File: config.mk
export PLATFORM = sky130hd
export DESIGN_NAME = seq_divider
export DESIGN_NICKNAME = d
export VERILOG_FILES = /design/src/rtl/seq_divider.sv
export SDC_FILE = /design/constraint.sdc
export NUM_CORES = 1
export LEC_CHECK = 0
export BUFFER_PORTS_ARGS = -buffer_cell sky130_fd_sc_hd__buf_2
export CORE_ASPECT_RATIO = 1.1
export CORE_MARGIN = 2
export CORE_UTILIZATION = 64
export DETAILED_ROUTE_END_ITERATION = 10
export PLACE_DENSITY = 0.86
export SYNTH_ARGS = -nofsm -noshare
export SYNTH_HDL_FRONTEND = slang
export SYNTH_SLANG_ARGS = --single-unit
File: constraint.sdc
create_clock -name clk -period 4.15 [get_ports clk]
set_input_delay 0.2075 -clock clk [delete_from_list [all_inputs] [get_ports clk]]
set_output_delay 0.2075 -clock clk [all_outputs]
set_load 0.03 [all_outputs]
File: src/rtl/seq_divider.sv
// Sequential signed divider for the UART calculator datapath.
// It uses restoring division on the operand magnitudes and produces one quotient bit
// per clock, then sets the signs so that the quotient truncates toward zero.
// The result is returned as calc_res = {remainder, quotient}.
module seq_divider #(
  parameter int WIDTH = 16
) (
  input  logic               clk,
  input  logic               n_rst,
  input  logic               parser_done,
  input  logic [WIDTH-1:0]   src1,
  input  logic [WIDTH-1:0]   src2,
  output logic [2*WIDTH-1:0] calc_res,
  output logic               div_done,
  output logic               dz_err,
  output logic               ovf_err
);

  localparam int CW = (WIDTH > 1) ? $clog2(WIDTH) : 1;
  localparam logic [CW-1:0] LAST_CNT = CW'(WIDTH - 1);

  typedef enum logic [1:0] {
    S_IDLE,
    S_CALC,
    S_FIX,
    S_DONE
  } state_t;

  state_t           r_state;
  state_t           w_next_state;

  // Start detection: a two-flop edge detector, followed by one register stage on the pulse.
  logic             r_d1;
  logic             r_d2;
  logic             r_start;

  logic [CW-1:0]    r_cnt;

  // Division state. Magnitudes are held unsigned in WIDTH bits, so |MIN| (2^(WIDTH-1)) fits exactly.
  logic [WIDTH-1:0] r_rem;
  logic [WIDTH-1:0] r_quo;
  logic [WIDTH-1:0] r_dvs;
  logic             r_dvd_neg;
  logic             r_quo_neg;
  logic             r_dz;
  logic             r_ovf;

  logic [WIDTH-1:0] w_abs1;
  logic [WIDTH-1:0] w_abs2;
  logic [WIDTH:0]   w_shift;
  logic             w_trial_ok;
  logic [WIDTH-1:0] w_trial;
  logic [WIDTH-1:0] w_quo_fix;
  logic [WIDTH-1:0] w_rem_fix;
  logic             w_start;

  assign w_start = r_start;

  // Operand magnitudes. Two's-complement negation of MIN wraps to 2^(WIDTH-1), which is the correct unsigned magnitude.
  assign w_abs1 = src1[WIDTH-1] ? (~src1 + 1'b1) : src1;
  assign w_abs2 = src2[WIDTH-1] ? (~src2 + 1'b1) : src2;

  // One restoring step. The trial subtraction succeeds when the shifted remainder is at least the divisor.
  // The low WIDTH bits of the modular difference are exact whenever the trial succeeds.
  assign w_shift    = {r_rem, r_quo[WIDTH-1]};
  assign w_trial_ok = (w_shift >= {1'b0, r_dvs});
  assign w_trial    = w_shift[WIDTH-1:0] - r_dvs;

  // Sign fix-up: the quotient is negated when the operand signs differ, and the remainder follows the dividend's sign.
  // Dividing by zero forces the quotient to all ones.
  assign w_quo_fix = r_dz      ? '1 :
                     r_quo_neg ? (~r_quo + 1'b1) : r_quo;
  assign w_rem_fix = r_dvd_neg ? (~r_rem + 1'b1) : r_rem;

  // Edge detector on parser_done. A rise is registered once, so a held-high level gives exactly one start.
  // NOTE: sequential state uses non-blocking (<=) so every flop samples pre-edge values, independent of statement order.
  always_ff @(posedge clk or negedge n_rst) begin
    if (!n_rst) begin
      r_d1    <= 1'b0;
      r_d2    <= 1'b0;
      r_start <= 1'b0;
    end else begin
      r_d1    <= parser_done;
      r_d2    <= r_d1;
      r_start <= r_d1 & ~r_d2;
    end
  end

  // FSM state register.
  always_ff @(posedge clk or negedge n_rst) begin
    if (!n_rst) r_state <= S_IDLE;
    else        r_state <= w_next_state;
  end

  // Next-state logic. A start seen outside IDLE is dropped.
  // NOTE: next state defaults to the current state before the case, so no path leaves it unassigned and no latch is inferred.
  always_comb begin
    w_next_state = r_state;
    case (r_state)
      S_IDLE: if (w_start) w_next_state = S_CALC;
      S_CALC: if (r_cnt == LAST_CNT) w_next_state = S_FIX;
      S_FIX:  w_next_state = S_DONE;
      S_DONE: w_next_state = S_IDLE;
      default: w_next_state = S_IDLE;
    endcase
  end

  // div_done is a decode of the registered state, so it is high only for the single DONE cycle.
  assign div_done = (r_state == S_DONE);

  // Datapath: latch operands on entry to CALC, shift and subtract once per CALC cycle, publish results in FIX.
  always_ff @(posedge clk or negedge n_rst) begin
    if (!n_rst) begin
      r_cnt     <= '0;
      r_rem     <= '0;
      r_quo     <= '0;
      r_dvs     <= '0;
      r_dvd_neg <= 1'b0;
      r_quo_neg <= 1'b0;
      r_dz      <= 1'b0;
      r_ovf     <= 1'b0;
      calc_res  <= '0;
      dz_err    <= 1'b0;
      ovf_err   <= 1'b0;
    end else begin
      case (r_state)
        S_IDLE: begin
          if (w_start) begin
            r_cnt     <= '0;
            r_rem     <= '0;
            r_quo     <= w_abs1;
            r_dvs     <= w_abs2;
            r_dvd_neg <= src1[WIDTH-1];
            r_quo_neg <= src1[WIDTH-1] ^ src2[WIDTH-1];
            r_dz      <= (src2 == '0);
            r_ovf     <= (src1 == {1'b1, {(WIDTH-1){1'b0}}}) && (src2 == '1);
          end
        end
        S_CALC: begin
          r_rem <= w_trial_ok ? w_trial : w_shift[WIDTH-1:0];
          r_quo <= {r_quo[WIDTH-2:0], w_trial_ok};
          r_cnt <= (r_cnt == LAST_CNT) ? '0 : r_cnt + 1'b1;
        end
        S_FIX: begin
          calc_res <= {w_rem_fix, w_quo_fix};
          dz_err   <= r_dz;
          ovf_err  <= r_ovf;
        end
        default: ;
      endcase
    end
  end

endmodule

== Word-level counts from Yosys, hierarchy flattened ==
Index checks and enable logic that the tools add are counted.
Storage, ports and cells
  flip-flop bits (word level): 95
  latch bits: 0
  memory bits (writable): 0
  ROM bits: 0
  output and inout bits: 35
  word-level logic and storage cells: 60
  memories: 0
Operators by class
  add/sub/neg operators: 6
  multipliers: 0
  divide/modulo/power cells: 0
  $lt $le $gt $ge: 1
  equal/unequal tests: 8
  shift-type cells: 0
  multiplexer cells: 16
  bitwise operators: 7
  reductions and logical operators: 7
Operator list (number)
  16-bit two-way mux: 8
  16-bit by 1-bit adder with 16-bit output, second input constant: 4
  16-bit NOT: 4
  16-bit one-hot mux with 2 select lines: 2
  16-bit == test, second input constant: 2
  17-bit by 16-bit >= comparator with 1-bit output: 1
  16-bit zero test: 1
  16-bit subtractor: 1
  4-bit two-way mux: 2
  2-bit one-hot mux with 4 select lines: 1
  4-bit one-hot mux with 2 select lines: 1
  2-bit AND reduction: 3
  4-bit by 1-bit adder with 4-bit output, second input constant: 1
  2-bit == test, second input constant: 2
  4-bit == test, second input constant: 1
  2-bit two-way mux: 2
  2-bit != test, second input constant: 2
  2-bit by 1-bit == test with 1-bit output, second input constant: 1
  2-bit zero test: 1
  2-bit nonzero test: 1
  1-bit AND: 1
  1-bit logical AND: 1
  1-bit NOT: 1
  1-bit XOR: 1

== Logic depth before layout (Yosys ltp) ==
Gate-level depths: netlist (run 1).
  depth after elaboration: 5
  mapped depth: 10

== Worst setup path before layout (run 1) ==
Ideal clock, no wire load.
  path kind: register to register
  start: register r_rem[5]
  end: register r_rem[11]
  library setup time: 126 ps
  arrival time: 2246 ps
  data required time: 4024 ps
  path slack: 1778 ps
  cell stages (with the launch flop): 10
  buffers on the path: 2
  cell sequence: dfrtp_1 -> ha_1 -> buf_2 -> a21oi_1 -> o21ai_1 -> a31o_1 -> o31ai_2 -> nand2_1 -> buf_2 -> a311o_1
On the way
  longest elaborated chain between the ends: 3
  elaborated cells between the ends (all ways): 4
  those cells by class: 1 x add/sub; 1 x order compare; 2 x mux
RTL lines
  from (decl): RTL line 40  | logic [WIDTH-1:0] r_rem;
  from (signal assigned): RTL line 140  | r_rem <= w_trial_ok ? w_trial : w_shift[WIDTH-1:0];
  16-bit subtractor or 17-bit by 16-bit >= comparator with 1-bit output (tied branches): RTL line 67, 66
  16-bit two-way mux (*): RTL line 140
  16-bit one-hot mux with 2 select lines (*): RTL line 126  | case (r_state)
Every way passes the cells marked *; elsewhere a longest branch is shown, timed or not.
A chain may end at the register's enable or synchronous reset.

== Worst setup path after layout (run 1) ==
  start: register r_rem[7]
  end: register r_rem[9]
The elaborated chain is that of the path after synthesis.

==> impl_metrics.py, run 1 <==
metrics = {
    "flow_run": {
        "drv_cap": 0,
    },
    "critical_path": {
        "rrSetupSlack_ps": 1380,
        "critPathLaunchType": "register",
        "crit_cells": 7,
        "r2r_cells": 7,
        "worstSetupPathType": "reg -> reg",
        "r2r_start": "r_rem[7]$_DFFE_PN0P_",
        "critPathMaxStageDelay_ps": 460,
        "slowest_stage": "dfrtp_1",
        "crit_required_ps": 4400,
        "end_kind": "register",
        "endpoint": "r_rem[9]$_DFFE_PN0P_",
        "crit_start": "r_rem[7]$_DFFE_PN0P_",
        "cp.arrival_ps": 3020,
        "cp_cell_sequence": "ha_1 -> a21oi_1 -> o21ai_1 -> a31o_1 -> o31ai_2 -> nand2_1 -> a311o_1",
        "crit_fanout": 12,
        "cp_num_buf_inv": 0,
        "cp_top_family": "compound AO/OA/AOI/OAI gates",
        "timing.rr.end": "r_rem[9]$_DFFE_PN0P_",
    },
    "global_route": {
        "grt_pass1_wl_um": 24200,
        "met2_usage": 0.437,
        "grt_usage": 0.286,
        "antenna_found_initial": 0,
        "grt_pass1_vias": 4974,
        "use_met3": 0.0368,
        "grt_use_met1": 0.418,
        "grt.overflow.total": 0,
        "grt_max_degree": 56,
        "grt_busiest_layer": "met2",
    },
    "synth": {
        "synthAdderAreaFrac": 0.0568,
        "yosys.area.top_type": "dfrtp_1",
        "synthFlopType": "dfrtp_1",
        "synth_xor_area_frac": 0.0937,
        "synthCells": 707,
        "syn_area_um2": 6080,
        "synthMuxAreaShare": 0.0173,
        "synth.avg_cell_area_um2": 8.60,
        "yosysUniqueCellTypes": 61,
        "synth_compound_area_frac": 0.214,
        "synth_top_area_frac": 0.391,
        "synth_area_leaders": "dfrtp_1 (39%), nand2_1 (5.6%), ha_1 (5.4%), o21ai_0 (5.4%), xor2_1 (5.3%)",
        "seq_area_frac_synth": 0.391,
        "synth_top_family_by_area": "compound AO/OA/AOI/OAI gates",
        "async_flop_share": 1.00,
        "synth_seq_cells": 95,
        "yosys.area_share.simple": 0.179,
        "synth_fp_nets": 769,
        "yosys_warnings": 0,
        "synth_edf_count": 0,
    },
    "timing": {
        "tightestPinTransition_ps": 1020,
        "finalClockSkew_ps": 8.43,
        "maxSlewViolCount": 0,
        "timing.setup.tns_ps": 0,
        "fin_hold_ws_ps": 173,
        "rsz0062_at_grt": "no",
        "fmax_mhz": 361,
        "slew_headroom": 0.316,
        "finalSetupViolCount": 0,
        "layout_min_cycle_time_ps": 2770,
        "finalHoldViolations": 0,
        "fin_crit_sh": 0.668,
    },
    "clock_network": {
        "cts_buffer_depth": 2,
        "cts_buffers": 9,
        "cts-resized-gates": 0,
        "cts-root-buf": "clkbuf_8",
        "cts_sinks": 95,
        "cts_tree": "done",
        "holdBufCountCts": 2,
        "clk_latency_ps": 370,
        "clkTransAtPathRegs_ps": 90,
        "htree_levels": 3,
        "postCtsSetupBuffers": 0,
    },
    "status": {
        "status": "complete, no violations",
    },
    "placed_design": {
        "gp_congestion": 1.13,
        "hpwl_um": 10400,
        "place_inst": 866,
        "io_buffers": 69,
    },
    "detailed_routing": {
        "drt-pass1-iter-count": 6,
        "first_iter_violations": 543,
        "routed_wirelength_um": 14300,
        "vias_per_cell": 6.14,
        "ant_nets": 0,
        "wl_per_cell_um": 16.2,
        "detail_route.drc_violations": 0,
        "dr_total_vias": 5419,
    },
    "cells_and_area": {
        "final_cell_mix": "dfrtp_1 (95), nand2_1 (91), buf_2 (68), o21ai_0 (65), nor2_1 (64)",
        "fin_nets": 824,
        "antennaDiodeCount": 0,
        "mostFrequentLayoutCell": "dfrtp_1",
        "fin_cells": 883,
        "drive_gt1_frac": 0.138,
        "areaGrowthSynthToFinish_pct": 10.4,
    },
    "die": {
        "floorplan.initialDensity": 0.653,
        "core_area_um2": 9310,
        "num_rows": 37,
        "dieArea_um2": 10300,
        "die_h_um": 106,
        "ioPinCount": 70,
        "die_w_um": 96.9,
    },
    "power": {
        "p_leak_uw": 0.00313,
        "peakVddDrop_v": 0.000507,
        "powerDensity_nw_per_um2": 774,
    },
    "hold_path": {
        "worstHoldPathType": "in -> reg",
    },
}
==> worst min-delay path: cells and delay by family <==
family	cells	cell delay [ps]
AND/OR/NAND/NOR	1	90
AO/OA/AOI/OAI	1	80
buffers and inverters	1	130
==> stage by stage <==
step	setup slack, ps	cell area [um2]	util	power [uW]
floorplan	1780	6080	-	3740
global placement	1580	6460	0.694	4310
detailed placement	1430	6460	0.694	4450
CTS	1430	6710	0.721	5150
global route	1240	6710	0.721	5590
finish	1380	6710	0.721	5190
==> metal layers <==
metal	vias up	wire, um	part of all wire
met5	-	0	0
met4	0	360	0.025
met3	35	1040	0.073
met2	243	6530	0.46
met1	2542	6380	0.45
li1	2599	-	-
==> layout make-up <==
type | count | area (um2)
Fill cell | 709 | 2600
Clock inverter | 4 | 77.6
Tap cell | 117 | 146
Multi-Input combinational cell | 545 | 3410
Timing Repair Buffer | 78 | 420
Inverter | 33 | 124
Clock buffer | 11 | 151
Sequential cell | 95 | 2380
==> report_power, final <==
part / leakage [uW] / internal, uW / switching (uW)
Combinational: 0.00184 / 1010 / 1820
Sequential: 0.00118 / 1300 / 359
Clock: 0.000116 / 373 / 332
==> registers in the layout, indices dropped and copies added, names as in the netlist <==
signal	cells
calc_res	32
r_d1	1
r_rem	16
r_cnt	4
r_quo_neg	1
r_dvd_neg	1
dz_err	1
r_dvs	16
ovf_err	1
r_start	1
r_dz	1
r_state	2
r_d2	1
r_quo	16
r_ovf	1
==> synth_stat cells, types with 6 or more instances <==
cell       n
nand4_1    8
a21oi_1   58
mux2i_1    6
inv_1     32
or3_1     10
and2_1     7
nor3_1    12
clkbuf_1  25
nand3_1    9
nand2_1   91
o31ai_1   14
nand2b_1   7
xnor2_1   28
ha_1      26
a21o_1     6
nor2_1    64
o211ai_1  10
nor2b_1    9
dfrtp_1   95
xor2_1    37
o21ai_1   12
o21ai_0   65
==> worst min path at each step <==
stage | start | endpoint | slack, ps | depth (start not counted)
2_1_floorplan | n_rst | calc_res[0]$_DFFE_PN0P_ | -90 | 0
3_3_place_gp | n_rst | calc_res[30]$_DFFE_PN0P_ | 290 | 1
3_5_place_dp | n_rst | calc_res[28]$_DFFE_PN0P_ | 320 | 1
4_1_cts | src1[0] | r_quo[0]$_DFFE_PN0P_ | 160 | 3
5_1_grt | src1[0] | r_quo[0]$_DFFE_PN0P_ | 160 | 3
6_report | src1[0] | r_quo[0]$_DFFE_PN0P_ | 170 | 3
==> cell families (layout without fill, tap and decap cells) <==
kind of cell,after synthesis,after routing
flops,95,95
simple gates,235,235
xor+xnor,65,65
compound gates,208,208
fa+ha+maj,27,27
mux,10,10
buf+inv,67,126
Power figures use the tool's default switching activity.
==> run 2, diff against run 1 <==
Settings changed: ABC_AREA from default to 1, CORE_UTILIZATION 64 to 54, PLACE_DENSITY 0.86 to 0.77.
Clock period 4.15 ns to 2.2 ns, I/O delays scaled along.
==> impl_metrics.py, run 2 <==
metrics = {
    "detailed_routing": {
        "wl_met3_um": 1020,
        "wl_met1_um": 7670,
        "dr_total_vias": 6421,
        "wl_per_cell_um": 15.1,
        "detail_route.drc_violations": 0,
        "drt-pass1-iter-count": 6,
        "vias_per_cell": 5.52,
        "wl_met2_um": 8360,
        "routed_wirelength_um": 17600,
        "routed.top_layer": "met4",
        "first_iter_violations": 502,
        "ant_nets": 0,
    },
    "cells_and_area": {
        "drive_gt1_frac": 0.159,
        "fin_cells": 1164,
        "areaGrowthSynthToFinish_pct": 14.0,
        "num-fill-cells": 1098,
        "antennaDiodeCount": 0,
        "post-route-util": 0.627,
        "fin_nets": 1067,
        "final_cell_mix": "nand2_1 (227), inv_1 (114), nand3_1 (95), dfrtp_1 (95), nor2_1 (81)",
        "mostFrequentLayoutCell": "nand2_1",
        "largest_reg_flops": 32,
        "regMostFlops": "calc_res",
    },
    "synth": {
        "yosysUniqueCellTypes": 46,
        "synthCells": 934,
        "synthFlopType": "dfrtp_1",
        "syn_area_um2": 6590,
        "yosys_warnings": 0,
        "synth_area_leaders": "dfrtp_1 (36%), nand2_1 (13%), nand3_1 (7.2%), inv_1 (6.5%), o21ai_0 (5.4%)",
        "seq_area_frac_synth": 0.361,
        "synth_top_area_frac": 0.361,
        "synth_seq_cells": 95,
        "yosys.area.top_type": "dfrtp_1",
        "synth_edf_count": 0,
        "synth_most_common_cell": "nand2_1",
        "async_flop_share": 1.00,
        "synth_commonest_cells": "nand2_1 (227), inv_1 (114), dfrtp_1 (95), nand3_1 (95), nor2_1 (81)",
        "synth_fp_nets": 996,
        "synth.avg_cell_area_um2": 7.06,
    },
    "timing": {
        "fin_crit_sh": 0.928,
        "setup_slack_ps": 159,
        "slew_headroom": 0.643,
        "tightestPinTransition_ps": 535,
        "fmax_mhz": 490,
        "rsz0062_at_grt": "no",
        "maxSlewViolCount": 0,
        "finalHoldViolations": 0,
        "finalSetupViolCount": 0,
        "finalClockSkew_ps": 11.7,
        "timing.setup.tns_ps": 0,
        "layout_min_cycle_time_ps": 2040,
    },
    "critical_path": {
        "worstSetupPathType": "reg -> reg",
        "crit_required_ps": 2420,
        "crit_fanout": 18,
        "critPathMaxStageDelay_ps": 450,
        "timing.rr.end": "r_rem[4]$_DFFE_PN0P_",
        "slowest_stage": "dfrtp_1",
        "r2r_cells": 8,
        "end_kind": "register",
        "critPathLaunchType": "register",
        "cp_cell_sequence": "ha_1 -> nand3_1 -> nor3_2 -> nand2_4 -> nand2_8 -> nand2_1 -> nand3_1 -> o21ai_0",
        "r2r_start": "r_rem[13]$_DFFE_PN0P_",
        "cpMostUsedCell": "nand3_1",
        "rrSetupSlack_ps": 160,
        "cp.arrival_ps": 2260,
        "crit_start": "r_rem[13]$_DFFE_PN0P_",
    },
    "global_route": {
        "grt.overflow.total": 0,
        "grt_pass1_wl_um": 29200,
        "antenna_found_initial": 0,
        "grt_usage": 0.286,
        "grt_max_degree": 58,
        "grt_pass1_vias": 6180,
    },
    "hold_path": {
        "min_delay_path_depth": 3,
        "min_from": "src2[13]",
        "min_to": "r_dvs[13]$_DFFE_PN0P_",
        "worstHoldPathType": "in -> reg",
    },
    "clock_network": {
        "cts_buffer_depth": 2,
        "clk_latency_ps": 360,
        "htree_levels": 3,
        "clkTransAtPathRegs_ps": 70,
        "cts_sinks": 95,
        "cts_tree": "done",
        "cts_buffers": 9,
        "cts-root-buf": "clkbuf_16",
    },
    "flow_run": {
        "drv_cap": 0,
    },
    "placed_design": {
        "gp_congestion": 0.990,
        "post-place-ws_ps": 131,
        "io_buffers": 69,
        "place_inst": 1144,
        "hpwl_um": 13300,
    },
    "power": {
        "finalPower_uw": 12900,
        "powerDensity_nw_per_um2": 1720,
        "p_leak_uw": 0.00386,
        "peakVddDrop_v": 0.00111,
    },
    "die": {
        "ioPinCount": 70,
        "num_rows": 42,
        "die_h_um": 120,
        "dieArea_um2": 13100,
        "die_w_um": 109,
        "floorplan.initialDensity": 0.550,
        "core_area_um2": 12000,
    },
    "status": {
        "status": "complete, no violations",
    },
}
run 2: cell types whose count changed after synthesis, moves of 9 or more:
cell / previous run / this run
nand3_2: 1 / 10
a21oi_1: 58 / 40
nand4_1: 8 / 20
nor2b_1: 9 / 0
o31ai_1: 14 / 1
nand3_1: 9 / 95
xor2_1: 37 / 14
inv_2: 1 / 11
inv_1: 32 / 114
nand2_1: 91 / 227
nor2_1: 64 / 81
or3_1: 10 / 0
xnor2_1: 28 / 8
run 2: critical path: cells and delay by family (launching register included):
family,cells,cell delay [ps]
simple gates,6,970
flops,1,450
fa+ha+maj,1,390
compound gates,1,100
run 2: per-stage QoR:
step,instance area [um2],hold WS (ps)
after global placement,7120,136
after floorplan,6590,-186
after global routing,7510,98.5
after detailed placement,7120,135
final,7510,62.7
after CTS,7450,64.8
run 2: power by group:
part,switching [uW],internal [uW]
logic,5350,2750
clock network,728,929
registers,604,2560
total,6680,6240
run 2: metal layers:
metal | up-vias | track usage
met2 | 224 | 0.464
met4 | 0 | 0.106
li1 | 3202 | -
met1 | 2953 | 0.385
met3 | 42 | 0.0418
met5 | - | 0
run 2: area by class of cell:
cell class | instances | area, um2 | area share
Multi-Input combinational cell | 683 | 3620 | 0.482
Clock buffer | 10 | 239 | 0.0318
Clock inverter | 6 | 72.6 | 0.00966
Sequential cell | 95 | 2380 | 0.317
Timing Repair Buffer | 89 | 528 | 0.0703
Tap cell | 154 | 193 | 0.0257
Inverter | 127 | 478 | 0.0636
run 2: how the worst max path moves through the flow:
stage | to | cells past startpoint
final | r_rem[4]$_DFFE_PN0P_ | 8
after global routing | r_rem[4]$_DFFE_PN0P_ | 10
after CTS | r_rem[4]$_DFFE_PN0P_ | 12
after detailed placement | r_rem[14]$_DFFE_PN0P_ | 14
after global placement | r_rem[14]$_DFFE_PN0P_ | 14
after floorplan | r_quo[0]$_DFFE_PN0P_ | 12
run 2: cells by family after synthesis:
family	share of synthesized area
buffers and inverters	0.0947
adder cells (fa/ha/maj)	0.0524
flip-flops	0.361
AO/OA/AOI/OAI	0.121
XOR/XNOR	0.0292
AND/OR/NAND/NOR	0.342
run 2: repair_timing:
action | CTS | global route
hold endpoints to repair | 39 | 0
setup endpoints to repair | 0 | 16
resized for setup | 0 | 4
setup buffers | 0 | 2
hold buffers | 2 | 0
